### src/rtl/pwm_pkg.sv
// -----------------------------------------------------------------------------
// pwm_pkg
// Shared types for the PWM bank:
//   load_state_t : loader FSM states (IDLE, LOAD, PEND)
//   pwm_mode_t   : modulation alignment (EDGE, CENTER)
//   idx_width()  : width of a channel index for a given channel count
// -----------------------------------------------------------------------------
package pwm_pkg;

   typedef enum logic [1:0] {
      IDLE = 2'd0,
      LOAD = 2'd1,
      PEND = 2'd2
   } load_state_t;

   typedef enum logic {
      EDGE   = 1'b0,
      CENTER = 1'b1
   } pwm_mode_t;

   // A single-channel bank still needs a 1-bit index register.
   function automatic int idx_width(input int n);
      return (n > 1) ? $clog2(n) : 1;
   endfunction

endpackage

### src/rtl/pwm_bank_if.sv
// -----------------------------------------------------------------------------
// pwm_bank_if
// Control, duty-stream and status bundle of the PWM bank.
//   master modport (controller side): drives en, start, period, mode, pol,
//                                     in_valid, in_data; reads status/outputs
//   slave modport  (pwm_bank side)  : the reverse
// Signals:
//   en        run enable (0 holds timebase, forces out = pol)
//   start     one-cycle pulse that opens a load, samples period/mode
//   period    counter top P
//   mode      0 edge-aligned, 1 center-aligned
//   pol       per-channel output inversion, applied live
//   in_valid / in_data / in_ready  duty word handshake, channel 0 first
//   busy      loader not idle
//   eop       end-of-period pulse
//   updated   pulse: newly committed settings active this cycle
//   out       registered PWM outputs
// -----------------------------------------------------------------------------
interface pwm_bank_if #(
   parameter int DWIDTH   = 8,
   parameter int CHANNELS = 8
);
   logic                en;
   logic                start;
   logic [DWIDTH-1:0]   period;
   logic                mode;
   logic [CHANNELS-1:0] pol;
   logic                in_valid;
   logic [DWIDTH-1:0]   in_data;
   logic                in_ready;
   logic                busy;
   logic                eop;
   logic                updated;
   logic [CHANNELS-1:0] out;

   modport master (
      output en, start, period, mode, pol, in_valid, in_data,
      input  in_ready, busy, eop, updated, out
   );

   modport slave (
      input  en, start, period, mode, pol, in_valid, in_data,
      output in_ready, busy, eop, updated, out
   );
endinterface

### src/rtl/pwm_timebase.sv
// -----------------------------------------------------------------------------
// pwm_timebase
// Shared period counter for all PWM channels.
//   clk, rst : clock, synchronous active-high reset
//   en       : 0 holds cnt at 0 with direction up and suppresses eop
//   period   : counter top P (active value from the bank)
//   mode     : EDGE  -> 0,1,..,P,0,..            (P+1 cycles)
//              CENTER-> 0,1,..,P,P-1,..,1,0,..   (2P cycles)
//   cnt      : current count
//   eop      : high in the cycle whose next count is 0 (period restart)
// -----------------------------------------------------------------------------
module pwm_timebase
   import pwm_pkg::*;
#(
   parameter int DWIDTH = 8
) (
   input  logic              clk,
   input  logic              rst,
   input  logic              en,
   input  logic [DWIDTH-1:0] period,
   input  pwm_mode_t         mode,
   output logic [DWIDTH-1:0] cnt,
   output logic              eop
);

   localparam logic [DWIDTH-1:0] ONE = {{(DWIDTH-1){1'b0}}, 1'b1};

   logic [DWIDTH-1:0] r_cnt;
   logic [DWIDTH-1:0] w_cnt_next;
   logic              r_dir_down;
   logic              w_dir_down_next;

   always_comb begin
      w_cnt_next      = r_cnt;
      w_dir_down_next = r_dir_down;
      if (!en) begin
         w_cnt_next      = '0;
         w_dir_down_next = 1'b0;
      end else if (mode == EDGE) begin
         w_dir_down_next = 1'b0;
         // >= rather than == so a count left above a lowered top still wraps
         if (r_cnt >= period) begin
            w_cnt_next = '0;
         end else begin
            w_cnt_next = r_cnt + ONE;
         end
      end else if (r_dir_down) begin
         if (r_cnt <= ONE) begin
            w_cnt_next      = '0;
            w_dir_down_next = 1'b0;
         end else begin
            w_cnt_next = r_cnt - ONE;
         end
      end else begin
         if (r_cnt >= period) begin
            if (period == '0) begin
               w_cnt_next      = '0;
               w_dir_down_next = 1'b0;
            end else begin
               // Turn around at the top; for P=1 the next value is already 0,
               // so the direction stays up.
               w_cnt_next      = period - ONE;
               w_dir_down_next = (period != ONE);
            end
         end else begin
            w_cnt_next = r_cnt + ONE;
         end
      end
   end

   always_ff @(posedge clk) begin
      if (rst) begin
         r_cnt      <= '0;
         r_dir_down <= 1'b0;
      end else begin
         r_cnt      <= w_cnt_next;
         r_dir_down <= w_dir_down_next;
      end
   end

   assign cnt = r_cnt;
   assign eop = en && !rst && (w_cnt_next == '0);

endmodule

### src/rtl/pwm_bank.sv
// -----------------------------------------------------------------------------
// pwm_bank
// Multi-channel PWM generator with double-buffered duty registers.
//   clk, rst : clock, synchronous active-high reset
//   bus      : pwm_bank_if slave port (control, duty stream, status, outputs)
// Duty words stream into shadow registers while the loader is in LOAD; once
// all CHANNELS words are in, the loader waits in PEND and copies the shadow
// duty/period/mode into the active set on the next end-of-period, so every
// channel switches on the same period boundary.
// -----------------------------------------------------------------------------
module pwm_bank
   import pwm_pkg::*;
#(
   parameter int DWIDTH   = 8,
   parameter int CHANNELS = 8
) (
   input  logic     clk,
   input  logic     rst,
   pwm_bank_if.slave bus
);

   localparam int                IDX_W    = idx_width(CHANNELS);
   localparam logic [IDX_W-1:0]  LAST_IDX = IDX_W'(CHANNELS - 1);
   localparam logic [IDX_W-1:0]  IDX_ONE  = IDX_W'(1);

   // Loader state and shadow settings
   load_state_t       r_state;
   load_state_t       w_state_next;
   logic [IDX_W-1:0]  r_idx;
   logic [DWIDTH-1:0] r_shadow_period;
   pwm_mode_t         r_shadow_mode;

   // Active settings driving the timebase
   logic [DWIDTH-1:0] r_active_period;
   pwm_mode_t         r_active_mode;

   logic              r_updated;
   logic [DWIDTH-1:0] w_cnt;
   logic              w_eop;
   logic              w_start_ok;
   logic              w_accept;
   logic              w_commit;
   logic              w_in_ready;
   logic              w_busy;
   logic [CHANNELS-1:0] w_out;

   // -------------------------------------------------------------------------
   // Loader FSM: state register
   // -------------------------------------------------------------------------
   always_ff @(posedge clk) begin
      if (rst) begin
         r_state <= IDLE;
      end else begin
         r_state <= w_state_next;
      end
   end

   // -------------------------------------------------------------------------
   // Loader FSM: next state and decoded strobes
   // -------------------------------------------------------------------------
   always_comb begin
      w_state_next = r_state;
      w_start_ok   = 1'b0;
      w_accept     = 1'b0;
      w_commit     = 1'b0;
      w_in_ready   = 1'b0;
      w_busy       = 1'b1;
      unique case (r_state)
         IDLE: begin
            w_busy     = 1'b0;
            w_start_ok = bus.start;
            if (bus.start) begin
               w_state_next = LOAD;
            end
         end
         LOAD: begin
            // start is deliberately ignored here and in PEND
            w_in_ready = 1'b1;
            w_accept   = bus.in_valid;
            if (bus.in_valid && (r_idx == LAST_IDX)) begin
               w_state_next = PEND;
            end
         end
         PEND: begin
            // eop is already gated by en, so a commit waits for en=1
            w_commit = w_eop;
            if (w_eop) begin
               w_state_next = IDLE;
            end
         end
         default: begin
            w_state_next = IDLE;
         end
      endcase
   end

   // -------------------------------------------------------------------------
   // Word index, shadow/active period and mode, update pulse
   // -------------------------------------------------------------------------
   always_ff @(posedge clk) begin
      if (rst) begin
         r_idx           <= '0;
         r_shadow_period <= '1;
         r_shadow_mode   <= EDGE;
         r_active_period <= '1;
         r_active_mode   <= EDGE;
         r_updated       <= 1'b0;
      end else begin
         if (w_start_ok) begin
            r_idx           <= '0;
            r_shadow_period <= bus.period;
            r_shadow_mode   <= pwm_mode_t'(bus.mode);
         end else if (w_accept) begin
            r_idx <= (r_idx == LAST_IDX) ? '0 : r_idx + IDX_ONE;
         end
         if (w_commit) begin
            r_active_period <= r_shadow_period;
            r_active_mode   <= r_shadow_mode;
         end
         r_updated <= w_commit;
      end
   end

   // -------------------------------------------------------------------------
   // Shared timebase
   // -------------------------------------------------------------------------
   pwm_timebase #(
      .DWIDTH (DWIDTH)
   ) u_timebase (
      .clk    (clk),
      .rst    (rst),
      .en     (bus.en),
      .period (r_active_period),
      .mode   (r_active_mode),
      .cnt    (w_cnt),
      .eop    (w_eop)
   );

   // -------------------------------------------------------------------------
   // Per-channel shadow/active duty and registered compare
   // -------------------------------------------------------------------------
   genvar gi;
   generate
      for (gi = 0; gi < CHANNELS; gi++) begin : g_ch
         logic [DWIDTH-1:0] r_shadow_duty;
         logic [DWIDTH-1:0] r_active_duty;
         logic              r_out;
         logic              w_raw;

         // cnt < duty covers both modes: duty=0 never fires, duty>P always does
         assign w_raw = (w_cnt < r_active_duty);

         always_ff @(posedge clk) begin
            if (rst) begin
               r_shadow_duty <= '0;
               r_active_duty <= '0;
               r_out         <= 1'b0;
            end else begin
               if (w_accept && (r_idx == IDX_W'(gi))) begin
                  r_shadow_duty <= bus.in_data;
               end
               if (w_commit) begin
                  r_active_duty <= r_shadow_duty;
               end
               r_out <= bus.en ? (w_raw ^ bus.pol[gi]) : bus.pol[gi];
            end
         end

         assign w_out[gi] = r_out;
      end
   endgenerate

   assign bus.in_ready = w_in_ready;
   assign bus.busy     = w_busy;
   assign bus.eop      = w_eop;
   assign bus.updated  = r_updated;
   assign bus.out      = w_out;

endmodule

### src/flat_wrapper.sv
// flat-port wrapper written by rule: the top's interface ports become plain ports
module pwm_bank_flat import pwm_pkg::*;
#(
   parameter int DWIDTH   = 8,
   parameter int CHANNELS = 8
)
  (clk, rst, bus_en, bus_start, bus_period, bus_mode, bus_pol, bus_in_valid, bus_in_data, bus_in_ready, bus_busy, bus_eop, bus_updated, bus_out);
  pwm_bank_if #(.DWIDTH(DWIDTH), .CHANNELS(CHANNELS)) bus_i ();
  input  logic clk;
  input  logic rst;
  input wire logic [$bits(bus_i.en)-1:0] bus_en;
  input wire logic [$bits(bus_i.start)-1:0] bus_start;
  input wire logic [$bits(bus_i.period)-1:0] bus_period;
  input wire logic [$bits(bus_i.mode)-1:0] bus_mode;
  input wire logic [$bits(bus_i.pol)-1:0] bus_pol;
  input wire logic [$bits(bus_i.in_valid)-1:0] bus_in_valid;
  input wire logic [$bits(bus_i.in_data)-1:0] bus_in_data;
  output wire logic [$bits(bus_i.in_ready)-1:0] bus_in_ready;
  output wire logic [$bits(bus_i.busy)-1:0] bus_busy;
  output wire logic [$bits(bus_i.eop)-1:0] bus_eop;
  output wire logic [$bits(bus_i.updated)-1:0] bus_updated;
  output wire logic [$bits(bus_i.out)-1:0] bus_out;
  assign bus_i.en = bus_en;
  assign bus_i.start = bus_start;
  assign bus_i.period = bus_period;
  assign bus_i.mode = bus_mode;
  assign bus_i.pol = bus_pol;
  assign bus_i.in_valid = bus_in_valid;
  assign bus_i.in_data = bus_in_data;
  assign bus_in_ready = bus_i.in_ready;
  assign bus_busy = bus_i.busy;
  assign bus_eop = bus_i.eop;
  assign bus_updated = bus_i.updated;
  assign bus_out = bus_i.out;
  pwm_bank #(.DWIDTH(DWIDTH), .CHANNELS(CHANNELS)) u_core (.clk(clk), .rst(rst), .bus(bus_i));
endmodule
### config.mk
export PLATFORM = sky130hd
export DESIGN_NAME = pwm_bank_flat
export DESIGN_NICKNAME = d
export VERILOG_FILES = /design/src/rtl/pwm_pkg.sv /design/src/rtl/pwm_bank_if.sv /design/src/rtl/pwm_timebase.sv /design/src/rtl/pwm_bank.sv /design/src/flat_wrapper.sv
export SDC_FILE = /design/constraint.sdc
export NUM_CORES = 1
export LEC_CHECK = 0
export ABC_AREA = 1
export CAP_MARGIN = 20
export CORE_MARGIN = 4
export CORE_UTILIZATION = 50
export DETAILED_ROUTE_END_ITERATION = 6
export PLACE_DENSITY = 0.79
export SETUP_SLACK_MARGIN = 0.02
export SLEW_MARGIN = 20
export SYNTH_ARGS = -nofsm -noshare
export SYNTH_HDL_FRONTEND = slang
export SYNTH_SLANG_ARGS = --single-unit
### constraint.sdc
create_clock -name clk -period 4.45 [get_ports clk]
set_input_delay 0.89 -clock clk [delete_from_list [all_inputs] [get_ports clk]]
set_output_delay 0.89 -clock clk [all_outputs]
set_load 0.1 [all_outputs]
==> summary.txt, run 1 <==
Routing
  – Final wirelength: around 21000 um
  – Initial drt markers: 620
  – DR DRC count: 0
  – Avg WL per Cell: between 10 and 15 um
  – Post-route ant nets: 0
  – Via/cell ratio: approximately 5.1
  – Vias: 7762
  – DRT Pass-1 Iters: 5

Clock network
  – Post-CTS resize count: 0
  – Num CTS Buffers: 17
  – # clock sinks: about 170
  – Clock latency on the worst-skew pair: roughly 430 ps
  – Hold Buf Count CTS: 0
  – CTS tree: done
  – Setup repair bufs after CTS: 0
  – Clock-pin slew on the worst setup and hold paths: roughly 70 ps
  – Clock Path Buffers: 2
  – CTS Root Cell: clkbuf_16
  – H-tree depth: 4

Power
  – Peak VDD IR: 0.000289 V
  – LEAKAGE: slightly above 5 nW
  – PD cells: ~320 nW/um^2

Setup path
  – R2R Setup Slk: ~1500 ps
  – CP Launch Type: flip-flop
  – Critical Path AT: 3060 ps
  – Timing endpoint of the critical path: bus_eop
  – Crit Path Max Fanout: 16
  – RR Endpoint: u_core.g_ch[2].r_active_duty[3]
  – Worst R2R Start: u_core.u_timebase.cnt[0]
  – R2R depth: 19
  – WS Path Type: flip-flop to primary output
  – Crit path capture type: primary output
  – CP Launch Point: u_core.u_timebase.cnt[0]
  – WP data required: 3560 ps

Yosys
  – Syn Std Cell Area: between 8000 and 9000 um^2
  – Avg Cell Area, Syn: about 7 um^2
  – Top cells by area, synth: dfxtp_1 39%, nor2_1 12%, nand2_1 11%
  – Number of synthesized register bits: 169
  – Main synth FF type: dfxtp_1
  – Ys async rst share: 0%
  – Mapped Cells: 1259
  – Post-synthesis sequential area ratio: 38.6%
  – Post-synth top area share: 38.6%
  – Net Count, Synth: about 1400
  – Leading area contributor after synthesis: dfxtp_1
  – Warnings from Yosys: 0
  – Synth cell types: 36
  – EDFF count, synth: 0

Placed design
  – Inst Count DP: between 1000 and 1500
  – DP Worst Slack: 761 ps
  – Placed cell areas: around 9300 um^2
  – Final HPWL DP: ~13000 um
  – Buffers on Ports: slightly above 40
  – Global placement routability congestion: about 0.94

Timing
  – Setup TNS: 0 ps
  – Fin crit period: roughly 4000 ps
  – Finish-stage setup viols: 0
  – Setup ws final: between 400 and 500 ps
  – Fin crit share: about nine tenths
  – Tightest Pin Transition: around 970 ps
  – Pins Over Slew Limit: 0
  – Relative slew margins: approximately a third
  – RSZ-0062 raised after global routing: false
  – Clk_skew: 20.1 ps
  – Final Hold Fails: 0
  – Max Fclk: roughly 250 MHz

Outcome
  – Status: finished, final reports clean

Floorplanning
  – Die width: roughly 140 um
  – I/O pins: 42
  – Die area: slightly below 20000 um^2
  – Initial core utilization: between 50% and 60%
  – Site row count: 48
  – Die Y: approximately 140 um
  – Core area: roughly 17000 um^2

Layout
  – Post-route cell area: between 9000 and 10000 um^2
  – Fill cells: 1582
  – Commonest cells after routing, fill and taps aside: 291 x nor2_1, 254 x nand2_1, 169 x dfxtp_1
  – Final nets: 1388
  – Fraction of layout cells with a size suffix above 1: about 6.4%
  – Most common cell after layout, fill and taps aside: nor2_1
  – Diode count: 0
  – Final core occ: 57.4%
  – Area grow syn2layout: 12.7%
  – Post-route insts no fill: between 1500 and 2000

Global routing
  – Largest net degree at the start of global routing: approximately 100
  – First-pass GRT wire length: around 34000 um
  – Vias in the first global route: a little under 7000
  – Initial antenna violation count: 0
  – Gr ovfl total: 0
  – Total track usage: 21.3%

Min path
  – Hold crit path type: flip-flop to flip-flop

Run
  – # Max-Cap Violations: 0
## sequential cells by signal, indices dropped and copies added, names as in the netlist, 2 cells and up
register / cells
u_core.r_idx: 3
u_core.g_ch.r_shadow_duty: 64
u_core.r_shadow_period: 8
u_core.r_state: 2
u_core.u_timebase.cnt: 8
u_core.r_active_period: 8
u_core.g_ch.r_active_duty: 64
u_core.g_ch.r_out: 8
## stage by stage
step	power [mW]	hold slack, ps
after global routing	3.31	485
after global placement	1.80	444
after CTS	3.23	463
after floorplan	1.73	429
after detailed placement	1.81	445
final	3.20	463
## logic make-up (layout without fill, tap and decap cells)
family	after synthesis	count (layout)	share of synthesized area [%]
and+or+nand+nor	652	652	30.3
buffers and inverters	203	239	10.1
DFF	169	169	38.6
AOI/OAI and AO/OA	153	153	9.60
adders and majority gates	76	76	10.8
xor gates and xnor gates	6	6	0.599
## area by class of cell
| class | count | area, um^2 | area share, % |
|---|---|---|---|
| inverter | 144 | 543 | 5.49 |
| tap | 225 | 282 | 2.85 |
| multi-input combinational | 887 | 4510 | 45.6 |
| clock buffer | 19 | 453 | 4.58 |
| clock inverter | 13 | 119 | 1.20 |
| sequential | 169 | 3380 | 34.2 |
| timing repair buffer | 63 | 598 | 6.05 |
## worst max-delay path: stages (launching register included)
cell     delay [ps]
dfxtp_1         310
buf_4           220
inv_2            60
ha_1            300
nand2_1          60
nor2_1           40
nor2_1           80
nand2_1          80
nand2_2         230
nand2_2         200
nand3_1         110
nand3_1          70
nand2_1          90
nand2_1          60
nor2_1          220
nand3_1         170
inv_1           130
buf_12          180
## power breakdown
group	total [mW]	internal (mW)	switching, mW
clock network	1.43	0.803	0.628
registers	1.54	1.53	0.00979
logic	0.230	0.0713	0.159
## cell usage after synthesis (8+ instances only)
cell type / count
nor2_1: 291
a21oi_1: 45
buf_4: 15
nand2_2: 8
nand3_1: 69
inv_1: 130
ha_1: 76
clkbuf_1: 23
nor3_1: 9
dfxtp_1: 169
nand2_1: 254
o21ai_0: 77
clkbuf_2: 8
## metal layers
layer	GRT usage, %	part of all wire (%)	vias to the layer above
li1	-	-	3994
met1	28.6	45	3489
met2	35.3	47	248
met3	3.86	6.3	31
met4	6.17	1.9	0
met5	0	0	-
## worst min-delay path by stage
stage	from	end	slack (ps)	cells after the start
2_1_floorplan	u_core.r_shadow_period[0]	u_core.r_active_period[0]	430	2
3_3_place_gp	u_core.r_shadow_period[2]	u_core.r_active_period[2]	440	2
3_5_place_dp	u_core.r_shadow_period[1]	u_core.r_active_period[1]	440	2
4_1_cts	u_core.g_ch[3].r_shadow_duty[3]	u_core.g_ch[3].r_shadow_duty[3]	460	2
5_1_grt	u_core.g_ch[3].r_shadow_duty[4]	u_core.g_ch[3].r_shadow_duty[4]	490	2
6_report	u_core.r_shadow_period[1]	u_core.r_active_period[1]	460	2
Power figures use the tool's default switching activity.
==> run 2: changes to the inputs <==
CORE_UTILIZATION = 40   (was 50)
DONT_BUFFER_PORTS = 1   (was not set)
PLACE_DENSITY = 0.65   (was 0.79)
==> summary.txt, run 2 (synthesis gave the netlist of run 1 again) <==
Clock network
  – Clock-pin slew on the worst setup and hold paths: 60 ps (about the same)
  – Num CTS Buffers: 17 (unchanged)
  – Hold Buf Count CTS: 0 (unchanged)
  – Clock Path Buffers: 2 (unchanged)
  – H-tree depth: 4 (unchanged)
  – # clock sinks: 169 (unchanged)
  – CTS tree: done
  – CTS Root Cell: clkbuf_16
  – Clock latency on the worst-skew pair: 420 ps (about the same)

Timing
  – RSZ-0062 raised after global routing: false
  – Pins Over Slew Limit: 0 (unchanged)
  – Clk_skew: 10.5 ps (-9.59 ps)
  – Setup TNS: 0 ps (unchanged)
  – Fin crit share: 92.1% (+3.4 points)
  – Tightest Pin Transition: 972 ps (-2.42 ps)
  – Setup ws final: 349 ps (-150 ps)
  – Max Fclk: 244 MHz (-3.6%)
  – Fin crit period: 4100 ps (+149 ps)
  – Final Hold Fails: 0 (unchanged)
  – Finish-stage setup viols: 0 (unchanged)
  – Relative slew margins: 35.1% (+0.28 points)

Layout
  – Fraction of layout cells with a size suffix above 1: 6.24% (-0.17 points)
  – Area grow syn2layout: 8.98%
  – Final core occ: 44.9% (-12 points)
  – Commonest cells after routing, fill and taps aside: 290 x nor2_1, 254 x nand2_1, 168 x dfxtp_1
  – Post-route cell area: 9560 um^2 (-3.3%)
  – Post-route insts no fill: 1526 (+0.39%)
  – Top Registers: u_core.g_ch.r_active_duty: 64 flops, u_core.g_ch.r_shadow_duty: 64 flops
  – Most common cell after layout, fill and taps aside: nor2_1
  – Final nets: 1344 (-3.2%)
  – Diode count: 0 (unchanged)

Min path
  – Worst Hold Depth: 2 (unchanged)
  – Min-Delay Startpoint: u_core.g_ch[3].r_shadow_duty[6]
  – Worst Hold Path EP: u_core.g_ch[3].r_shadow_duty[6]
  – Hold crit path type: flip-flop to flip-flop

Setup path
  – RR Endpoint: u_core.r_active_mode
  – CP Launch Type: flip-flop
  – Worst R2R Start: u_core.u_timebase.cnt[0]
  – WP data required: 3560 ps (about the same)
  – Crit Path Max Fanout: 16 (unchanged)
  – R2R Setup Slk: 1340 ps (-110 ps)
  – WS Path Type: flip-flop to primary output
  – Critical Path AT: 3210 ps (+150 ps)
  – R2R depth: 17 (-2)
  – Crit path capture type: primary output

Placed design
  – Global placement routability congestion: 0.853 (-9.7%)
  – Inst Count DP: 1494 (+0.40%)
  – Placed cell areas: 8940 um^2 (-4.1%)
  – DP Worst Slack: 639 ps (-122 ps)
  – Buffers on Ports: 0 (-100%)
  – Final HPWL DP: 13900 um (+4.2%)

Routing
  – Vias: 7491 (-3.5%)
  – DRT Pass-1 Iters: 5 (unchanged)
  – Post-route ant nets: 0 (unchanged)
  – Via/cell ratio: 4.91 (-3.9%)
  – DR DRC count: 0 (unchanged)
  – Initial drt markers: 735 (+19%)
  – Final wirelength: 21200 um (+1.1%)
  – Avg WL per Cell: 13.9 um (+0.72%)

Run
  – # Max-Cap Violations: 0 (unchanged)

Power
  – Peak VDD IR: 0.000277 V (-4.0%)
  – Sequential Power Share: 48.1% (about the same)
  – LEAKAGE: 4.96 nW (-3.0%)
  – Sw frac: 23.0% (-1.9 points)
  – Clk pwr share: 47.9% (+3.2 points)
  – Combinational share of power: 4.0% (-3.2 points)
  – PD cells: 343 nW/um^2 (+6.0%)
  – P_int: 2.53 mW (+5.0%)
  – Sw power: 0.755 mW (-5.2%)

Global routing
  – Vias in the first global route: 7085 (+2.0%)
  – Largest net degree at the start of global routing: 92 (-9.8%)
  – Initial antenna violation count: 0 (unchanged)
  – Gr ovfl total: 0 (unchanged)
  – First-pass GRT wire length: 35800 um (+4.9%)
  – Total track usage: 18.2% (-3.2 points)

Floorplanning
  – I/O pins: 42 (unchanged)
  – Site row count: 53 (+10%)
  – Die width: 156 um (+11%)
  – Die area: 24400 um^2 (+23%)
  – Initial core utilization: 41.2% (-9.7 points)
  – Core area: 21300 um^2 (+23%)
  – Die Y: 156 um (+11%)

Outcome
  – Status: finished, final reports clean
run 2: changes by cell type in the layout (fill, tap and decap cells not counted), sizes merged:
cell / previous run / this run
bufinv: 1 / 4
buf: 23 / 19
clkinv: 12 / 10
clkbuf: 19 / 21
clkinvlp: 4 / 3
inv: 140 / 138
clkdlybuf4s50: 40 / 0
run 2: worst max path at each step:
stage | startpoint | to | slack, ps | cells after the start
after detailed placement | u_core.u_timebase.cnt[0] | bus_eop | 640 | 16
after global routing | u_core.u_timebase.cnt[0] | bus_eop | 80 | 16
after global placement | u_core.u_timebase.cnt[0] | bus_eop | 790 | 16
after CTS | u_core.u_timebase.cnt[0] | bus_eop | 160 | 16
final | u_core.u_timebase.cnt[0] | bus_eop | 350 | 16
after floorplan | u_core.u_timebase.cnt[3] | bus_eop | 1020 | 13
run 2: metal layers:
metal  part of all wire, %  global-route usage, %
met5                     0                      0
met4                   1.7                   5.70
met3                   4.8                   3.30
met2                    46                   29.9
met1                    48                   24.3
run 2: what timing repair did:
action                     in CTS  in global routing
setup endpoints to repair       0                  1
setup buffers                   0                  0
resized for setup               0                  1
hold endpoints to repair        0                  0
run 2: layout make-up:
cell class / instances / area [um^2]
Fill cell: 2121 / 11700
Multi-Input combinational cell: 887 / 4520
Sequential cell: 169 / 3380
Inverter: 144 / 543
Clock buffer: 21 / 450
Tap cell: 275 / 344
Clock inverter: 11 / 170
Timing Repair Buffer: 19 / 155
run 2: critical path, cell delays in order, from the launching register on:
cell and delay, ps:
dfxtp_2 470, inv_2 160, ha_1 320, nand2_1 60, nor2_1 40, nor2_1 80
nand2_1 70, nand2_2 230, nand2_2 200, nand3_1 120, nand3_1 70, nand2_1 90
nand2_1 60, nor2_1 240, nand3_1 190, inv_1 90, buf_4 290
run 2: through the flow:
step	hold slack (ps)	total power, mW
after floorplan	429	1.73
after global placement	445	1.74
after detailed placement	449	1.75
after CTS	460	3.32
after global routing	478	3.40
final	459	3.28
run 2: power groups by stage:
| stage | registers [mW] | logic (mW) | clock network (mW) |
|---|---|---|---|
| floorplan | 1.58 | 0.153 | 0 |
| global placement | 1.61 | 0.130 | 0 |
| detailed placement | 1.61 | 0.132 | 0 |
| CTS | 1.58 | 0.132 | 1.60 |
| global route | 1.58 | 0.150 | 1.67 |
| finish | 1.58 | 0.131 | 1.57 |
